File: src/rtl/dsp_pkg.sv
// dsp_pkg: opmode field positions and post-adder Z-select encodings for dsp_mac_pipe
package dsp_pkg;
   localparam int OP_PRE_SUB  = 0;
   localparam int OP_POST_SUB = 1;
   localparam int OP_ZSEL_LO  = 2;
   localparam int OP_ZSEL_HI  = 3;
   typedef enum logic [1:0] {
      ZSEL_C = 2'b00,
      ZSEL_P = 2'b01,
      ZSEL_0 = 2'b10
   } zsel_t;
endpackage

File: src/rtl/dsp_pipe_reg.sv
// dsp_pipe_reg: clock-enabled pipeline register with asynchronous active-low clear
module dsp_pipe_reg #(
   parameter int W = 1
) (
   input  logic         clk,
   input  logic         rst_n,
   input  logic         ce,
   input  logic [W-1:0] d,
   output logic [W-1:0] q
);
   // load on enabled edges, clear immediately on reset
   always_ff @(posedge clk or negedge rst_n)
      if (!rst_n) q <= '0;
      else if (ce) q <= d;
endmodule

File: src/rtl/dsp_mac_pipe.sv
// dsp_mac_pipe: 4-stage pre-add / multiply / post-add slice, P = A*(D +/- B) +/- Z
module dsp_mac_pipe import dsp_pkg::*; #(
   parameter int A_W    = 18,
   parameter int BD_W   = 18,
   parameter int C_W    = 48,
   parameter int P_W    = 48,
   parameter int SIGNED = 0,
   parameter int SAT    = 0
) (
   input  logic            clk,
   input  logic            rst_n,
   input  logic            ce,
   input  logic            in_valid,
   input  logic [3:0]      opmode,
   input  logic [A_W-1:0]  A,
   input  logic [BD_W-1:0] B,
   input  logic [BD_W-1:0] D,
   input  logic [C_W-1:0]  C,
   output logic            out_valid,
   output logic [P_W-1:0]  P,
   output logic            ovf
);
   localparam int MW = A_W + BD_W + 1;
   localparam bit SX = SIGNED != 0;
   logic [A_W-1:0]  a1, a2;
   logic [BD_W-1:0] b1, d1;
   logic [C_W-1:0]  c1, c2, c3;
   logic [3:0]      op1;
   logic [3:1]      op2, op3;
   logic            v1, v2, v3;
   logic [BD_W:0]   b_x, d_x, pre, pre2;
   logic [MW-1:0]   a_x, pre_x, m_full;
   logic [P_W-1:0]  m_ext, m3, c_x, z, sat_val, p_next;
   logic [P_W:0]    m_w, z_w, sum;
   logic            ovf_next;
   zsel_t           zsel;

   // stage 1: capture operands, opmode and valid
   dsp_pipe_reg #(A_W)  u_a1  (.clk(clk), .rst_n(rst_n), .ce(ce), .d(A),        .q(a1));
   dsp_pipe_reg #(BD_W) u_b1  (.clk(clk), .rst_n(rst_n), .ce(ce), .d(B),        .q(b1));
   dsp_pipe_reg #(BD_W) u_d1  (.clk(clk), .rst_n(rst_n), .ce(ce), .d(D),        .q(d1));
   dsp_pipe_reg #(C_W)  u_c1  (.clk(clk), .rst_n(rst_n), .ce(ce), .d(C),        .q(c1));
   dsp_pipe_reg #(4)    u_op1 (.clk(clk), .rst_n(rst_n), .ce(ce), .d(opmode),   .q(op1));
   dsp_pipe_reg #(1)    u_v1  (.clk(clk), .rst_n(rst_n), .ce(ce), .d(in_valid), .q(v1));

   // pre-adder keeps the carry/borrow bit so the multiplier sees the exact D +/- B
   always_comb begin
      b_x = {SX & b1[BD_W-1], b1};
      d_x = {SX & d1[BD_W-1], d1};
      pre = op1[OP_PRE_SUB] ? d_x - b_x : d_x + b_x;
   end

   // stage 2: pre-add result; A, C and the remaining opmode bits ride along
   dsp_pipe_reg #(BD_W+1) u_pre2 (.clk(clk), .rst_n(rst_n), .ce(ce), .d(pre),      .q(pre2));
   dsp_pipe_reg #(A_W)    u_a2   (.clk(clk), .rst_n(rst_n), .ce(ce), .d(a1),       .q(a2));
   dsp_pipe_reg #(C_W)    u_c2   (.clk(clk), .rst_n(rst_n), .ce(ce), .d(c1),       .q(c2));
   dsp_pipe_reg #(3)      u_op2  (.clk(clk), .rst_n(rst_n), .ce(ce), .d(op1[3:1]), .q(op2));
   dsp_pipe_reg #(1)      u_v2   (.clk(clk), .rst_n(rst_n), .ce(ce), .d(v1),       .q(v2));

   // full-width product; operands extended to MW so the low MW bits are exact in either mode
   always_comb begin
      a_x    = {{(MW-A_W){SX & a2[A_W-1]}}, a2};
      pre_x  = {{(MW-BD_W-1){SX & pre2[BD_W]}}, pre2};
      m_full = a_x * pre_x;
   end

   if (P_W > MW) begin : g_m_ext
      assign m_ext = {{(P_W-MW){SX & m_full[MW-1]}}, m_full};
   end else begin : g_m_trunc
      assign m_ext = m_full[P_W-1:0];
   end

   // stage 3: product; C delayed again so it meets its own product at the post-adder
   dsp_pipe_reg #(P_W) u_m3  (.clk(clk), .rst_n(rst_n), .ce(ce), .d(m_ext), .q(m3));
   dsp_pipe_reg #(C_W) u_c3  (.clk(clk), .rst_n(rst_n), .ce(ce), .d(c2),    .q(c3));
   dsp_pipe_reg #(3)   u_op3 (.clk(clk), .rst_n(rst_n), .ce(ce), .d(op2),   .q(op3));
   dsp_pipe_reg #(1)   u_v3  (.clk(clk), .rst_n(rst_n), .ce(ce), .d(v2),    .q(v3));

   if (P_W > C_W) begin : g_c_ext
      assign c_x = {{(P_W-C_W){SX & c3[C_W-1]}}, c3};
   end else begin : g_c_same
      assign c_x = c3;
   end

   // post-adder in P_W+1 bits; the extra bit gives carry/borrow or the true sign for saturation
   always_comb begin
      zsel     = zsel_t'(op3[OP_ZSEL_HI:OP_ZSEL_LO]);
      z        = zsel == ZSEL_C ? c_x : zsel == ZSEL_P ? P : '0;
      m_w      = {SX & m3[P_W-1], m3};
      z_w      = {SX & z[P_W-1], z};
      sum      = op3[OP_POST_SUB] ? m_w - z_w : m_w + z_w;
      ovf_next = SX ? sum[P_W] ^ sum[P_W-1] : sum[P_W];
      sat_val  = SX ? {sum[P_W], {(P_W-1){~sum[P_W]}}} : {P_W{~op3[OP_POST_SUB]}};
      p_next   = (SAT != 0 && ovf_next) ? sat_val : sum[P_W-1:0];
   end

   // stage 4: P and ovf load only for valid beats so bubbles leave an accumulation intact
   dsp_pipe_reg #(P_W+1) u_p  (.clk(clk), .rst_n(rst_n), .ce(ce & v3), .d({ovf_next, p_next}), .q({ovf, P}));
   dsp_pipe_reg #(1)     u_ov (.clk(clk), .rst_n(rst_n), .ce(ce),      .d(v3),                 .q(out_valid));
endmodule

File: config.mk
export PLATFORM = sky130hd
export DESIGN_NAME = dsp_mac_pipe
export DESIGN_NICKNAME = d
export VERILOG_FILES = /design/src/rtl/dsp_pkg.sv /design/src/rtl/dsp_pipe_reg.sv /design/src/rtl/dsp_mac_pipe.sv
export SDC_FILE = /design/constraint.sdc
export NUM_CORES = 1
export LEC_CHECK = 0
export CELL_PAD_IN_SITES_DETAIL_PLACEMENT = 1
export CELL_PAD_IN_SITES_GLOBAL_PLACEMENT = 1
export CORE_UTILIZATION = 53
export DETAILED_ROUTE_END_ITERATION = 7
export PLACE_DENSITY_LB_ADDON = 0.25
export SYNTH_ARGS = -nofsm -noshare
export SYNTH_HDL_FRONTEND = slang
export SYNTH_SLANG_ARGS = --single-unit
File: constraint.sdc
create_clock -name clk -period 13.1 [get_ports clk]
set_input_delay 1.965 -clock clk [delete_from_list [all_inputs] [get_ports clk]]
set_output_delay 1.965 -clock clk [all_outputs]
set_load 0.02 [all_outputs]
* After elaboration in Yosys (flattened, before gate mapping)
Index checks and enable logic that the tools add are counted.
** Word-level totals
- Flip-flop bits (word level) :: 335
- Latch bits :: 0
- RAM bits :: 0
- ROM bits :: 0
- Output and inout port bits :: 50
- Logic and storage cells :: 29
- Memories kept :: 0
** Operators by class
- Add/subtract/negate cells :: 4
- $mul :: 1
- Divide/modulo/power cells :: 0
- Order comparisons :: 0
- Eq/ne operators :: 1
- Shift operators :: 0
- Muxes and demuxes :: 4
- Bitwise operators :: 1
- Reductions and logical operators :: 1
** Operators with widths (count)
- $mux 48 :: 2
- $add 37x48->49 :: 1
- $mux 49 :: 1
- $sub 37x48->49 :: 1
- $mul 18x19->37 :: 1
- $add 18x18->19 :: 1
- $mux 19 :: 1
- $sub 18x18->19 :: 1
- $eq 2x1->1 const B :: 1
- $logic_not 2->1 :: 1
- $and 1x1->1 :: 1

* Longest topological paths before layout
Gate-level depths: netlist of run 1.
- Depth in word-level cells :: 5
- Gate-level depth with buffers :: 27
- Depth with buffers taken out :: 24

* Cells and area by module
From an unflattened synthesis of run 1, not the netlist that was laid out.
** Second synthesis, totals
- Cell total of the unflattened synthesis :: 2919
- Area, all modules :: 30604.4 µm²
** Modules (own cells, without submodules)
- dsp_mac_pipe :: times used 1, cells an instance 2192, area an instance 17128.9 µm², seq. area each 0.0 µm²
- dsp_pipe_reg (u_c1 ...) :: times used 4, cells an instance 101, area an instance 1860.5 µm², seq. area each 1201.2 µm²
- dsp_pipe_reg (u_a1 ...) :: times used 4, cells an instance 38, area an instance 721.9 µm², seq. area each 450.4 µm²
- dsp_pipe_reg (u_p) :: times used 1, cells an instance 103, area an instance 1864.3 µm², seq. area each 1226.2 µm²
- dsp_pipe_reg (u_pre2) :: times used 1, cells an instance 40, area an instance 758.2 µm², seq. area each 475.5 µm²
- dsp_pipe_reg (u_op2 ...) :: times used 2, cells an instance 6, area an instance 108.9 µm², seq. area each 75.1 µm²
- dsp_pipe_reg (u_ov ...) :: times used 4, cells an instance 2, area an instance 40.0 µm², seq. area each 25.0 µm²
- dsp_pipe_reg (u_op1) :: times used 1, cells an instance 8, area an instance 145.1 µm², seq. area each 100.1 µm²

* Worst setup path after synthesis of run 1
No wires, ideal clock.
- Path kind :: register to register
- From :: register u_pre2.q[7]
- To :: register u_m3.q[27]
- Library setup time :: 125 ps
- Arrival :: 6174 ps
- Data required time :: 12975 ps
- Setup slack :: 6802 ps
- Stages on the path, launching flop included :: 26
- Buffers on the path :: 2
- Path through :: dfrtp_1 > clkbuf_1 > clkbuf_1 > nand2_1 > fa_1 > inv_1 > fa_1 > inv_1 > fa_1 > inv_1 > fa_1 > fa_1 > inv_1 > fa_1 > inv_1 > ha_1 > a21oi_1 > o21ai_0 > a211oi_1 > nor2_1 > a211o_1 > a211o_1 > a21oi_1 > o21ai_0 > xor2_1 > mux2_2
** Between the ends
- Word-level cells in the longest chain between the ends :: 1
** Ends and longest elaborated chain
- from (decl) :: RTL line dsp_pipe_reg.sv:9 : output logic [W-1:0] q
- from (signal assigned) :: RTL line dsp_pipe_reg.sv:13 : if (!rst_n) q <= '0;
- from (signal assigned) :: RTL line dsp_pipe_reg.sv:14 : else if (ce) q <= d;
- $mul 18x19->37 :: RTL line dsp_mac_pipe.sv:64 : m_full = a_x * pre_x;
- to (signal assigned) :: RTL line dsp_pipe_reg.sv:13
- to (signal assigned) :: RTL line dsp_pipe_reg.sv:14
- to (decl) :: RTL line dsp_pipe_reg.sv:9
No other way between the ends.
A chain may end at the register's enable or synchronous reset.

* Final worst setup path of run 1
- From :: register u_a2.q[9]
- To :: register u_m3.q[36]
** Between the ends
- Word-level cells in the longest chain between the ends :: 1
** Ends and longest elaborated chain (RTL line)
- from (decl) :: dsp_pipe_reg.sv:9
- from (signal assigned) :: dsp_pipe_reg.sv:13
- from (signal assigned) :: dsp_pipe_reg.sv:14
- $mul 18x19->37 :: dsp_mac_pipe.sv:64
No other way between the ends.

==> impl_metrics.ini, run 1 <==
[run]
timing.max_cap.violations = 0

[clocking]
numCtsBuffers = 40
clock_path_buffers = 3
tritoncts_num_sinks = 335
cts.root.buffer_cell = sky130_fd_sc_hd__clkbuf_16
path_clk_slew_ns = 0.07
cts_tree = built
insertion_delay_ns = 0.58
htree_num_levels = 2
postcts_setup_bufs = 0
postCtsHoldBufs = 0
cts.repair.resized = 0

[logic_synthesis]
largest_family_of_logic_cells_by_synthesized_area = adder cells
area_share_of_xor_xnor_cells_in_the_synthesized_design = 0.0427
yosys.area_share.adder = 0.263
syn_area_um2 = 28900
synthArstFlopShare = 1.00
synth.net_count = 3444
yosys-mux-area-fraction = 0.120
yosysTopAreaCellShare = 0.290
synth-seq-area-share = 0.290
yosysWarningCount = 0
avg_inst_size_synth_um2 = 9.99
synth_edf_count = 0
dominantRegCellSynth = sky130_fd_sc_hd__dfrtp_1
post_synth_inst_count = 2892
synthSimpleGateAreaFrac = 0.134
synthDominantAreaCellType = sky130_fd_sc_hd__dfrtp_1
synth.area.top_cells = sky130_fd_sc_hd__dfrtp_1 (29%), sky130_fd_sc_hd__fa_1 (19%), sky130_fd_sc_hd__mux2_2 (10%), sky130_fd_sc_hd__ha_1 (7.3%), sky130_fd_sc_hd__inv_1 (4.3%)
synth_cell_types = 86
ys_seq_elements = 335
synth-compound-area-share = 0.0860

[sta]
final.hold.worst_slack_ns = 0.492
worst_pin_slew_ns = 1.28
finalCriticalPeriod_ns = 7.06
final-hold-violation-count = 0
fmax_achieved_ghz = 0.142
final_min_period_over_clock_period = 0.539
fin_skew_ns = 0.0295
slew_violations = 0
setup_total_negative_slack_ns = 0
rsz0062_at_grt = false
slew-limit-headroom = 0.143
setup-violations-final = 0

[grt]
antenna_found_initial = 1
grt-busiest-layer = met2
pin_count_of_the_biggest_net_entering_global_routing = 164
globalRouteMet1Util = 0.386
grt_pass1_vias = 24243
globalRouteTotalUtil = 0.303
grt_use_met2 = 0.536
grt_first_pass_wirelength_um = 132000
globalRouteOverflowTotal = 0
globalRouteMet3Util = 0.0358

[floorplanning]
die_area_um2 = 55400
core.rowCount = 85
io-pin-count = 160
core-area_um2 = 53800
initial_utilization = 0.537
die_h_um = 235
die_w_um = 235

[final_layout]
area_growth_syn_to_fin_pct = 11.6
nNetsFinal = 3508
multiInputGateArea_um2 = 18600
register_area_um2 = 8390
layout-drive-gt1-share = 0.129
final_core_util = 0.599
num-fill-cells = 5825
insertedDiodeCount = 0
finish.cell_count_without_fillers = 3682

[detailed_routing]
wl_per_cell_um = 22.1
drtPass1Iterations = 5
drc = 0
dr.first_iter.drc_count = 1169
detail_route.wirelength_um = 81200
ant_nets = 0
avgViaCountPerCell = 5.80
via_count = 21359

[place]
gp_congestion = 0.921
placed_cells = 3610
port_buffers = 159
hpwl_after_detailed_placement_um = 59400

[critical_path]
startpoint_type = flip-flop
cp_data_required_time_ns = 13.56
timing_worst_setup_path_type = reg -> reg
cp_data_arrival_time_ns = 7.52
cp_max_fo = 20
timing.reg2reg.worst_path_depth = 23
worstReg2RegEnd = u_m3.q[36]
r2r-start = u_a2.q[9]
worst_setup_path_end_kind = flip-flop
setup.reg_to_reg.worst_slack_ns = 6.04

[min_path]
timing.hold.worst.start = u_m3.q[32]
worstHoldPathType = reg -> reg
min_delay_path_depth = 1
hold_path_end = u_m3.q[32]

[status]
status = finished clean
[worst max path at each step]
stage               slack, ns  cells after the start         from          to
floorplan                6.80                     25  u_pre2.q[7]  u_m3.q[27]
CTS                      6.07                     23    u_a2.q[9]  u_m3.q[36]
global route             5.67                     23    u_a2.q[9]  u_m3.q[36]
finish                   6.04                     23    u_a2.q[9]  u_m3.q[36]
global placement         6.32                     21    u_a2.q[9]  u_m3.q[34]
detailed placement       6.12                     23    u_a2.q[9]  u_m3.q[36]
[area by class of cell]
cell class | instances | share of cell area
clock buffer | 50 | 0.0341
inverter | 335 | 0.0390
sequential | 335 | 0.260
multi-input combinational | 2076 | 0.578
timing repair buffer | 168 | 0.0522
tap | 696 | 0.0270
clock inverter | 22 | 0.00908
[state kept, by name, summed over array words and instances, names as in the netlist, 18 cells and up]
| register | cells |
|---|---|
| u_m3.q | 37 |
| u_p.q | 49 |
| u_b1.q | 18 |
| u_c3.q | 48 |
| u_a1.q | 18 |
| u_pre2.q | 19 |
| u_c2.q | 48 |
| u_d1.q | 18 |
| u_c1.q | 48 |
| u_a2.q | 18 |
[worst max-delay path: stages, from the launching register on]
cell	delay (ns)
sky130_fd_sc_hd__dfrtp_1	0.95
sky130_fd_sc_hd__nand2_1	0.18
sky130_fd_sc_hd__fa_1	0.59
sky130_fd_sc_hd__inv_1	0.06
sky130_fd_sc_hd__fa_1	0.49
sky130_fd_sc_hd__inv_1	0.06
sky130_fd_sc_hd__fa_1	0.55
sky130_fd_sc_hd__inv_1	0.05
sky130_fd_sc_hd__fa_1	0.45
sky130_fd_sc_hd__fa_1	0.49
sky130_fd_sc_hd__inv_1	0.04
sky130_fd_sc_hd__fa_1	0.47
sky130_fd_sc_hd__inv_1	0.04
sky130_fd_sc_hd__ha_1	0.35
sky130_fd_sc_hd__nand2_1	0.08
sky130_fd_sc_hd__o21ai_0	0.34
sky130_fd_sc_hd__o21ai_0	0.13
sky130_fd_sc_hd__a21oi_1	0.33
sky130_fd_sc_hd__a21boi_0	0.28
sky130_fd_sc_hd__a21oi_1	0.29
sky130_fd_sc_hd__o31a_1	0.22
sky130_fd_sc_hd__o211ai_1	0.13
sky130_fd_sc_hd__and3_1	0.20
sky130_fd_sc_hd__o31ai_1	0.18
[placed cells by master (no fill, tap or decap), types with 7 or more instances in the layout]
| cell | n |
|---|---|
| sky130_fd_sc_hd__and3_1 | 11 |
| sky130_fd_sc_hd__nor2b_1 | 14 |
| sky130_fd_sc_hd__a21oi_1 | 108 |
| sky130_fd_sc_hd__clkdlybuf4s50_1 | 157 |
| sky130_fd_sc_hd__dfrtp_1 | 333 |
| sky130_fd_sc_hd__inv_1 | 334 |
| sky130_fd_sc_hd__nand2b_1 | 14 |
| sky130_fd_sc_hd__a31oi_1 | 20 |
| sky130_fd_sc_hd__nor3_1 | 37 |
| sky130_fd_sc_hd__o211ai_1 | 7 |
| sky130_fd_sc_hd__nor4_1 | 9 |
| sky130_fd_sc_hd__or2_2 | 9 |
| sky130_fd_sc_hd__o21a_1 | 15 |
| sky130_fd_sc_hd__clkbuf_16 | 40 |
| sky130_fd_sc_hd__mux2i_1 | 46 |
| sky130_fd_sc_hd__mux2_2 | 266 |
| sky130_fd_sc_hd__o22ai_1 | 8 |
| sky130_fd_sc_hd__a21o_1 | 42 |
| sky130_fd_sc_hd__nand2_1 | 295 |
| sky130_fd_sc_hd__o31ai_1 | 14 |
| sky130_fd_sc_hd__ha_1 | 168 |
| sky130_fd_sc_hd__xor2_1 | 37 |
| sky130_fd_sc_hd__nand3_1 | 20 |
| sky130_fd_sc_hd__a211oi_1 | 18 |
| sky130_fd_sc_hd__o21ai_0 | 97 |
| sky130_fd_sc_hd__fa_1 | 274 |
| sky130_fd_sc_hd__clkinv_2 | 9 |
| sky130_fd_sc_hd__buf_4 | 8 |
| sky130_fd_sc_hd__xnor2_1 | 102 |
| sky130_fd_sc_hd__nand4_1 | 13 |
| sky130_fd_sc_hd__or3_1 | 8 |
| sky130_fd_sc_hd__and2_1 | 165 |
| sky130_fd_sc_hd__nor2_1 | 170 |
[layer usage]
metal,vias to the layer above,wire (um)
met5,-,13
met4,2,2350
met3,131,3090
met2,485,41600
met1,11121,34200
li1,9620,-
[synthesized netlist by cell type (all sizes together), types with 15 or more instances]
| cell type | instances |
|---|---|
| nor2 | 170 |
| ha | 168 |
| o21a | 15 |
| xnor2 | 103 |
| fa | 274 |
| a21oi | 108 |
| and2 | 165 |
| xor2 | 37 |
| nor3 | 42 |
| nand3 | 22 |
| a21o | 42 |
| o21ai | 100 |
| a211oi | 18 |
| dfrtp | 335 |
| nand2 | 296 |
| clkbuf | 132 |
| mux2 | 267 |
| a31oi | 20 |
| mux2i | 46 |
| inv | 334 |
[through the flow]
stage          cell area [um^2]  worst slack [ns]
4_1_cts                   32200              6.07
3_3_place_gp              30800              6.32
6_report                  32200              6.04
2_1_floorplan             28900              6.80
3_5_place_dp              30800              6.12
5_1_grt                   32200              5.67
[logic make-up (layout without fill, tap and decap cells)]
logic type	after synthesis	in the layout
XOR/XNOR	140	140
AND/OR/NAND/NOR	794	794
multiplexers	313	313
buffers and inverters	481	575
AO/OA/AOI/OAI	387	387
adder cells (fa/ha/maj)	442	442
flip-flops	335	335
Power of run 1 is left out: the tool's default activity adds up to more than one toggle a clock period on the data nets, which glitch-free logic cannot reach.
==> run 2: changes to the inputs <==
- CORE_UTILIZATION: 53 -> 44
- clock period: 13.1 -> 6.4 ns (I/O delays scaled with it)
==> impl_metrics.ini, run 2 (synthesis results as in run 1) <==
[final_layout]
num-fill-cells = 7176
nNetsFinal = 3645
finish.cell_count_without_fillers = 3978
layout-drive-gt1-share = 0.186
final_common_cell = sky130_fd_sc_hd__inv_1
final_core_util = 0.522
area_growth_syn_to_fin_pct = 17.0
layout.cells.most_common_list = sky130_fd_sc_hd__inv_1 (329), sky130_fd_sc_hd__dfrtp_1 (307), sky130_fd_sc_hd__nand2_1 (294)
largest_register_ff_count = 49
top_register = u_p.q

[clocking]
clock_path_buffers = 3
cts_tree = built
numCtsBuffers = 41
insertion_delay_ns = 0.58
tritoncts_num_sinks = 335
postCtsHoldBufs = 0
path_clk_slew_ns = 0.06
cts.root.buffer_cell = sky130_fd_sc_hd__clkbuf_16
htree_num_levels = 2

[place]
placed_cells = 3881
gp_congestion = 0.895
port_buffers = 159
hpwl_after_detailed_placement_um = 62600

[grt]
grt_first_pass_wirelength_um = 131000
pin_count_of_the_biggest_net_entering_global_routing = 146
globalRouteOverflowTotal = 0
antenna_found_initial = 2
grt_pass1_vias = 24146
globalRouteTotalUtil = 0.246

[critical_path]
startpoint_type = flip-flop
cp_data_required_time_ns = 6.88
crit_buf_inv = 4
crit_start = u_a2.q[9]
worst_setup_path_end_kind = flip-flop
timing.critical_path.mode_cell = sky130_fd_sc_hd__fa_1
r2r-start = u_a2.q[9]
timing_worst_setup_path_type = reg -> reg
cp_cell_sequence = buf_6 > nand2_1 > fa_1 > fa_1 > inv_1 > fa_1 > fa_1 > fa_1 > inv_1 > fa_1 > inv_1 > ha_1 > and2_1 > and3_4 > a22oi_2 > a21boi_4 > a21oi_2 > o31a_1 > o21a_1 > o21a_1 > o31ai_2
worst_path_dominant_cell_family = adder cells
worst_path_max_delay_cell = sky130_fd_sc_hd__fa_1
cp_max_fo = 8
cp_data_arrival_time_ns = 6.74
crit_path_max_incr_delay_ns = 0.55

[sta]
slew-limit-headroom = 0.400
final-hold-violation-count = 0
final.hold.worst_slack_ns = 0.349
setup-violations-final = 0
setup_total_negative_slack_ns = 0
finalCriticalPeriod_ns = 6.26
final_min_period_over_clock_period = 0.979
slew_violations = 0
rsz0062_at_grt = true
fin_skew_ns = 0.0172
worst_pin_slew_ns = 0.900
fmax_achieved_ghz = 0.160

[floorplanning]
io-pin-count = 160
core.rowCount = 93
initial_utilization = 0.446
die_area_um2 = 66700
die_w_um = 258
die_h_um = 258
core-area_um2 = 64700

[min_path]
worstHoldPathType = in -> async

[status]
status = finished clean

[detailed_routing]
ant_nets = 0
dr.first_iter.drc_count = 961
drtPass1Iterations = 8
detail_route.wirelength_um = 80400
drc = 0
avgViaCountPerCell = 5.40
wl_per_cell_um = 20.2
via_count = 21465

[run]
timing.max_cap.violations = 0
## run 2: worst register-to-register path: cells and delay by family (launching register included)
family / cells / cell delay, ns
fa+ha+maj: 7 / 3.49
compound gates: 7 / 1.43
simple gates: 3 / 0.50
flops: 1 / 0.42
buf+inv: 4 / 0.32
## run 2: cell type report
| type | instances | area [um^2] | share of cell area |
|---|---|---|---|
| Tap cell | 855 | 1070 | 0.0317 |
| Timing Repair Buffer | 304 | 2810 | 0.0832 |
| Sequential cell | 335 | 8420 | 0.249 |
| Multi-Input combinational cell | 2076 | 18800 | 0.558 |
| Antenna cell | 1 | 2.50 | 0.0000741 |
| Clock buffer | 58 | 1200 | 0.0356 |
| Clock inverter | 14 | 175 | 0.00519 |
| Inverter | 335 | 1260 | 0.0372 |
## run 2: timing repair
| item | CTS | global route |
|---|---|---|
| buffers inserted | 2 | 22 |
| pin swaps | 0 | 42 |
| resized for setup | 22 | 65 |
| endpoints found under the setup margin | 7 | 9 |
## run 2: final timing paths
kind,end,slack (ns),depth (start not counted)
setup reg to reg,u_m3.q[34],0.14,21
setup / recovery,u_m3.q[34],0.14,21
max in group asynchronous,u_op3.q[1],4.73,2
hold / removal,u_c1.q[9],0.35,1
hold reg to reg,u_m3.q[32],0.50,1
min in group clk,u_m3.q[32],0.50,1
## run 2: routing by layer
layer	track usage	vias up	wire, um
met2	0.442	338	41500
li1	-	9900	-
met5	0	-	13
met1	0.315	11121	34500
met3	0.0259	104	2490
met4	0.0641	2	1850
## run 2: stage by stage
step / setup slack [ns] / cell area, um^2
global placement: -0.0461 / 32000
floorplan: 0.102 / 28900
detailed placement: -0.282 / 32000
CTS: 0.00252 / 33400
global route: -0.0645 / 33800
finish: 0.136 / 33800
Power of run 2 is left out for the same reason.
